==> src/rtl/muldiv_if.sv <==
// muldiv_if: EX-stage to mult/div sequencer request/result bundle.
// master drives requests, slave returns stall/busy and HI/LO results.
interface muldiv_if;
   logic        start;
   logic [1:0]  op;
   logic [31:0] src_a;
   logic [31:0] src_b;
   logic        cancel;
   logic        stall;
   logic        busy;
   logic        result_valid;
   logic [31:0] result_hi;
   logic [31:0] result_lo;

   modport master (
      output start, op, src_a, src_b, cancel,
      input  stall, busy, result_valid, result_hi, result_lo
   );

   modport slave (
      input  start, op, src_a, src_b, cancel,
      output stall, busy, result_valid, result_hi, result_lo
   );
endinterface

==> src/rtl/muldiv_ctrl.sv <==
// muldiv_ctrl: MULT/MULTU/DIV/DIVU sequencer with a latency-timed
// multiplier and a radix-2 restoring divider feeding HI/LO.
module muldiv_ctrl #(
   parameter int MUL_LAT  = 3,
   parameter int DIV_ITER = 32
) (
   input logic     clk,
   input logic     resetn,
   muldiv_if.slave bus
);
   typedef enum logic [2:0] {
      S_IDLE, S_MUL, S_DIV_PREP, S_DIV_ITER, S_DIV_FIX, S_DONE
   } state_t;

   localparam logic [5:0] MUL_END  = 6'(MUL_LAT - 1);
   localparam logic [5:0] ITER_END = 6'(DIV_ITER - 1);

   state_t      state, nxt;
   logic [1:0]  op_q;
   logic [31:0] a_q, b_q;
   logic [5:0]  cnt;
   logic [31:0] rem, quo, dvs;
   logic        q_neg, r_neg;
   logic [31:0] res_hi, res_lo;
   logic [31:0] out_hi, out_lo;
   logic        accept, is_sgn, div_zero, done_ok;
   logic [31:0] a_abs, b_abs;
   logic [63:0] step, mul_p, mul_in;

   function automatic logic [63:0] mul64(
      input logic [31:0] x, input logic [31:0] y, input logic sgn
   );
      logic signed [65:0] xs, ys, p;
      xs = $signed({{34{sgn & x[31]}}, x});
      ys = $signed({{34{sgn & y[31]}}, y});
      p  = xs * ys;
      return p[63:0];
   endfunction

   function automatic logic [63:0] div_step(
      input logic [31:0] r, input logic [31:0] q, input logic [31:0] d
   );
      logic [33:0] t, diff;
      t    = {1'b0, r, q[31]};
      diff = t - {2'b00, d};
      if (diff[33]) return {t[31:0], q[30:0], 1'b0};
      return {diff[31:0], q[30:0], 1'b1};
   endfunction

   assign accept   = (state == S_IDLE) & bus.start & ~bus.cancel;
   assign is_sgn   = ~op_q[0];
   assign a_abs    = (is_sgn & a_q[31]) ? -a_q : a_q;
   assign b_abs    = (is_sgn & b_q[31]) ? -b_q : b_q;
   assign div_zero = (b_q == 32'd0);
   assign mul_p    = mul64(a_q, b_q, is_sgn);
   assign mul_in   = mul64(bus.src_a, bus.src_b, ~bus.op[0]);

   // PREP performs the first quotient step so the divide fits 34 cycles
   always_comb begin
      if (state == S_DIV_PREP) step = div_step(32'd0, a_abs, b_abs);
      else                     step = div_step(rem, quo, dvs);
   end

   always_ff @(posedge clk or negedge resetn) begin
      if (!resetn) state <= S_IDLE;
      else         state <= nxt;
   end

   always_comb begin
      nxt = state;
      unique case (state)
         S_IDLE:
            if (accept)
               nxt = bus.op[1] ? S_DIV_PREP :
                     (MUL_LAT == 1) ? S_DONE : S_MUL;
         S_MUL:      if (cnt == MUL_END) nxt = S_DONE;
         S_DIV_PREP: nxt = div_zero ? S_DONE : S_DIV_ITER;
         S_DIV_ITER: if (cnt == ITER_END) nxt = S_DIV_FIX;
         S_DIV_FIX:  nxt = S_DONE;
         S_DONE:     nxt = S_IDLE;
         default:    nxt = S_IDLE;
      endcase
      if (bus.cancel && state != S_IDLE) nxt = S_IDLE;
   end

   always_ff @(posedge clk or negedge resetn) begin
      if (!resetn) begin
         op_q   <= '0;
         a_q    <= '0;
         b_q    <= '0;
         cnt    <= '0;
         rem    <= '0;
         quo    <= '0;
         dvs    <= '0;
         q_neg  <= 1'b0;
         r_neg  <= 1'b0;
         res_hi <= '0;
         res_lo <= '0;
         out_hi <= '0;
         out_lo <= '0;
      end else begin
         unique case (state)
            S_IDLE: if (accept) begin
               op_q <= bus.op;
               a_q  <= bus.src_a;
               b_q  <= bus.src_b;
               cnt  <= 6'd1;
               if (MUL_LAT == 1 && !bus.op[1])
                  {res_hi, res_lo} <= mul_in;
            end
            S_MUL: begin
               cnt              <= cnt + 6'd1;
               {res_hi, res_lo} <= mul_p;
            end
            S_DIV_PREP: begin
               q_neg      <= is_sgn & (a_q[31] ^ b_q[31]);
               r_neg      <= is_sgn & a_q[31];
               dvs        <= b_abs;
               {rem, quo} <= step;
               cnt        <= 6'd1;
               if (div_zero) begin
                  res_hi <= a_q;
                  res_lo <= '1;
               end
            end
            S_DIV_ITER: begin
               {rem, quo} <= step;
               if (cnt != ITER_END) cnt <= cnt + 6'd1;
            end
            S_DIV_FIX: begin
               res_hi <= r_neg ? -rem : rem;
               res_lo <= q_neg ? -quo : quo;
            end
            S_DONE: if (!bus.cancel) begin
               out_hi <= res_hi;
               out_lo <= res_lo;
            end
            default: ;
         endcase
      end
   end

   // a cancelled DONE cycle must neither pulse nor expose the result
   assign done_ok = (state == S_DONE) & ~bus.cancel;

   always_comb begin
      bus.busy         = (state != S_IDLE);
      bus.stall        = accept |
                         ((state != S_IDLE) & (state != S_DONE) & ~bus.cancel);
      bus.result_valid = done_ok;
      bus.result_hi    = done_ok ? res_hi : out_hi;
      bus.result_lo    = done_ok ? res_lo : out_lo;
   end
endmodule

==> src/flat_wrapper.sv <==
// flat-port wrapper written by rule: the top's interface ports become plain ports
module muldiv_ctrl_flat 
#(
   parameter int MUL_LAT  = 3,
   parameter int DIV_ITER = 32
)
  (clk, resetn, bus_start, bus_op, bus_src_a, bus_src_b, bus_cancel, bus_stall, bus_busy, bus_result_valid, bus_result_hi, bus_result_lo);
  muldiv_if bus_i ();
  input logic clk;
  input logic resetn;
  input wire logic [$bits(bus_i.start)-1:0] bus_start;
  input wire logic [$bits(bus_i.op)-1:0] bus_op;
  input wire logic [$bits(bus_i.src_a)-1:0] bus_src_a;
  input wire logic [$bits(bus_i.src_b)-1:0] bus_src_b;
  input wire logic [$bits(bus_i.cancel)-1:0] bus_cancel;
  output wire logic [$bits(bus_i.stall)-1:0] bus_stall;
  output wire logic [$bits(bus_i.busy)-1:0] bus_busy;
  output wire logic [$bits(bus_i.result_valid)-1:0] bus_result_valid;
  output wire logic [$bits(bus_i.result_hi)-1:0] bus_result_hi;
  output wire logic [$bits(bus_i.result_lo)-1:0] bus_result_lo;
  assign bus_i.start = bus_start;
  assign bus_i.op = bus_op;
  assign bus_i.src_a = bus_src_a;
  assign bus_i.src_b = bus_src_b;
  assign bus_i.cancel = bus_cancel;
  assign bus_stall = bus_i.stall;
  assign bus_busy = bus_i.busy;
  assign bus_result_valid = bus_i.result_valid;
  assign bus_result_hi = bus_i.result_hi;
  assign bus_result_lo = bus_i.result_lo;
  muldiv_ctrl #(.MUL_LAT(MUL_LAT), .DIV_ITER(DIV_ITER)) u_core (.clk(clk), .resetn(resetn), .bus(bus_i));
endmodule
==> config.mk <==
export PLATFORM = sky130hd
export DESIGN_NAME = muldiv_ctrl_flat
export DESIGN_NICKNAME = d
export VERILOG_FILES = /design/src/rtl/muldiv_if.sv /design/src/rtl/muldiv_ctrl.sv /design/src/flat_wrapper.sv
export SDC_FILE = /design/constraint.sdc
export NUM_CORES = 2
export LEC_CHECK = 0
export CORE_UTILIZATION = 55
export DETAILED_ROUTE_END_ITERATION = 10
export PLACE_DENSITY = 0.72
export SLEW_MARGIN = 15
export SYNTH_ARGS = -nofsm -noshare
export SYNTH_HDL_FRONTEND = slang
export SYNTH_SLANG_ARGS = --single-unit
export TNS_END_PERCENT = 30
==> constraint.sdc <==
create_clock -name clk -period 19.8 [get_ports clk]
set_clock_uncertainty 0.1 [all_clocks]
set_input_delay 2.97 -clock clk [delete_from_list [all_inputs] [get_ports clk]]
set_output_delay 2.97 -clock clk [all_outputs]
set_load 0.1 [all_outputs]
==> impl_metrics.toml <==
[routing]
drt_pass1_iterations = 6
antenna_left = 0
routed_wl_um = 166000
vias = 42800
via_per_inst = 5.90
drt_iter0_drc = 3382
wl_per_cell_um = 22.9
drcViolationCount = 0

[critical_path]
worstSetupEndpointType = "flip-flop"
worstSetupPathType = "flip-flop to flip-flop"
r2r_cells = 24
cp.required_ps = 20130
cp_max_fo = 24
crit_arrival_ps = 11070
start_kind = "flip-flop"

[synth]
yosysSeqAreaShare = 0.136
synthDistinctLibCells = 84
synth_cells = 6045
syn_nets = 7494
synth-edff-count = 0
synth.area.top_cells = "fa_1 41%, dfrtp_1 14%, inv_1 7.9%"
synth.avg_cell_area_um2 = 9.14
synth_top_area_frac = 0.408
syn-cell-area_um2 = 55300
yosys_warnings = 0
ys_seq_elements = 300
yosysTopAreaCell = "fa_1"
yosysMostFrequentCell = "inv_1"
ys_top_cells_by_count = "1,169 x inv_1, 1,126 x fa_1, 891 x nand2_1"
ys_async_sr_fraction = 1.00
synthFlopType = "dfrtp_1"

[clock_network]
cts_buffer_depth = 3
cts_inserted_buffers = 34
htreeDepth = 2
cts_root_buf = "clkbuf_16"
cts_sinks = 300
cts_resized = 0
path_clk_slew_ps = 70
worstSkewPairLatency_ps = 570
tritoncts = "done"
cts_setup_buffers = 0
holdBufCountCts = 0

[timing]
fmax_mhz = 93.1
timing.final.ws_setup_ps = 9060
setup_viol_count_final = 0
period_minus_slack_ps = 10740
slew_headroom = 0.226
slew_violations = 0
tns_ps = 0
hold_viol = 0
tightest_slew_ps = 1160
rsz0062_at_grt = "no"
period_share = 0.543

[final_layout]
multi_input_area_um2 = 42000
finalNetCount = 7385
syn_to_final_growth_pct = 6.36
drive_above_1_share = 0.0550
regArea_um2 = 7510
fill_cells = 8561

[global_route]
first_global_vias = 46500
grt_use_total = 0.341
grt_max_degree = 98
grt_pass1_wl_um = 266000
antenna_found_initial = 10
overflow = 0

[floorplanning]
die_h_um = 319
fp.dieW_um = 319
core_um2 = 99000
initial_core_util = 0.558
rows = 115
pin_count = 137
dieArea_um2 = 102000

[hold_path]
holdPathStages = 2
hp-class = "flip-flop to flip-flop"

[job]
cap_violations = 0

[placement]
portBuffers = 136
hpwl_um = 125000
pre_cts_slack_ps = 9210
gp_congestion = 0.952

[status]
run_status = "finished, final reports clean"
==> critical path, stage by stage (launching register included) <==
cell and delay, ps:
dfrtp_1 1000, buf_4 370, nand2b_1 510, nor2_1 490, fa_1 590, fa_1 640
fa_1 540, inv_1 460, fa_1 510, inv_1 80, fa_1 440, fa_1 500
fa_1 480, inv_1 50, fa_1 470, inv_1 40, ha_1 420, a2111oi_0 680
nand3_1 300, o211ai_1 400, a211oi_1 230, o21ai_0 740, o21ai_0 250, xnor2_1 210
o22ai_1 100
==> routing by layer <==
| metal | vias to the layer above | global-route usage | routed length [um] |
|---|---|---|---|
| met5 | - | 0 | 26 |
| met4 | 4 | 0.179 | 10700 |
| met3 | 561 | 0.0465 | 12300 |
| met2 | 1951 | 0.575 | 80500 |
| met1 | 22000 | 0.430 | 62400 |
| li1 | 18200 | - | - |
==> cell type report <==
| cell class | count | share of cell area |
|---|---|---|
| multi-input combinational | 4195 | 0.714 |
| sequential | 300 | 0.128 |
| inverter | 1170 | 0.0747 |
| timing repair buffer | 235 | 0.0359 |
| tap | 1287 | 0.0274 |
| clock buffer | 44 | 0.0160 |
| clock inverter | 15 | 0.00368 |
| antenna | 7 | 0.000298 |
==> registers in the layout, summed over array words and instances (netlist names) <==
register	count
u_core.res_hi	32
u_core.rem	32
u_core.cnt	6
u_core.q_neg	1
u_core.dvs	32
u_core.r_neg	1
u_core.state	3
u_core.res_lo	32
u_core.out_hi	32
u_core.out_lo	32
u_core.op_q	1
u_core.a_q	32
u_core.quo	32
u_core.b_q	32
==> path summary, 6_finish.rpt <==
check	from	endpoint	slack, ps
hold reg to reg	u_core.dvs[15]$_DFFE_PN0P_	u_core.dvs[15]$_DFFE_PN0P_	380
hold / removal	u_core.dvs[15]$_DFFE_PN0P_	u_core.dvs[15]$_DFFE_PN0P_	380
setup / recovery	u_core.a_q[31]$_DFFE_PN0P_	u_core.res_hi[29]$_DFFE_PN0P_	9060
min in group asynchronous	resetn	u_core.out_lo[24]$_DFFE_PN0P_	2340
max in group asynchronous	resetn	u_core.b_q[27]$_DFFE_PN0P_	14900
setup reg to reg	u_core.a_q[31]$_DFFE_PN0P_	u_core.res_hi[29]$_DFFE_PN0P_	9060
==> logic make-up after synthesis <==
logic type / after synthesis / share of synthesized area
and+or+nand+nor: 1741 / 0.147
buffers and inverters: 1550 / 0.106
adders and majority gates: 1379 / 0.465
AOI/OAI and AO/OA: 714 / 0.0821
DFF: 300 / 0.136
xor gates and xnor gates: 201 / 0.0319
muxes: 160 / 0.0320
==> metrics by stage <==
stage / hold slack, ps / util / cell area, um^2 / instances
2_1_floorplan: 344 / - / 55300 / 6045
3_3_place_gp: 367 / 0.582 / 57600 / 7187
3_5_place_dp: 368 / 0.582 / 57600 / 7187
4_1_cts: 382 / 0.594 / 58800 / 7246
5_1_grt: 408 / 0.594 / 58800 / 7249
6_report: 381 / 0.594 / 58800 / 7253
==> cells in the final DEF (no fill, tap or decap), types with 117 or more instances in the layout <==
master,synthesis,layout
nand2_1,891,888
clkdlybuf4s50_1,0,135
a21oi_1,192,192
mux2_2,135,135
dfrtp_1,300,297
and2_1,380,380
ha_1,253,253
xnor2_1,117,117
fa_1,1126,1126
o21ai_0,178,178
nor2_1,211,207
inv_1,1169,1169
Power is left out: the tool's default activity adds up to more than one toggle a clock period on the data nets, which glitch-free logic cannot reach.
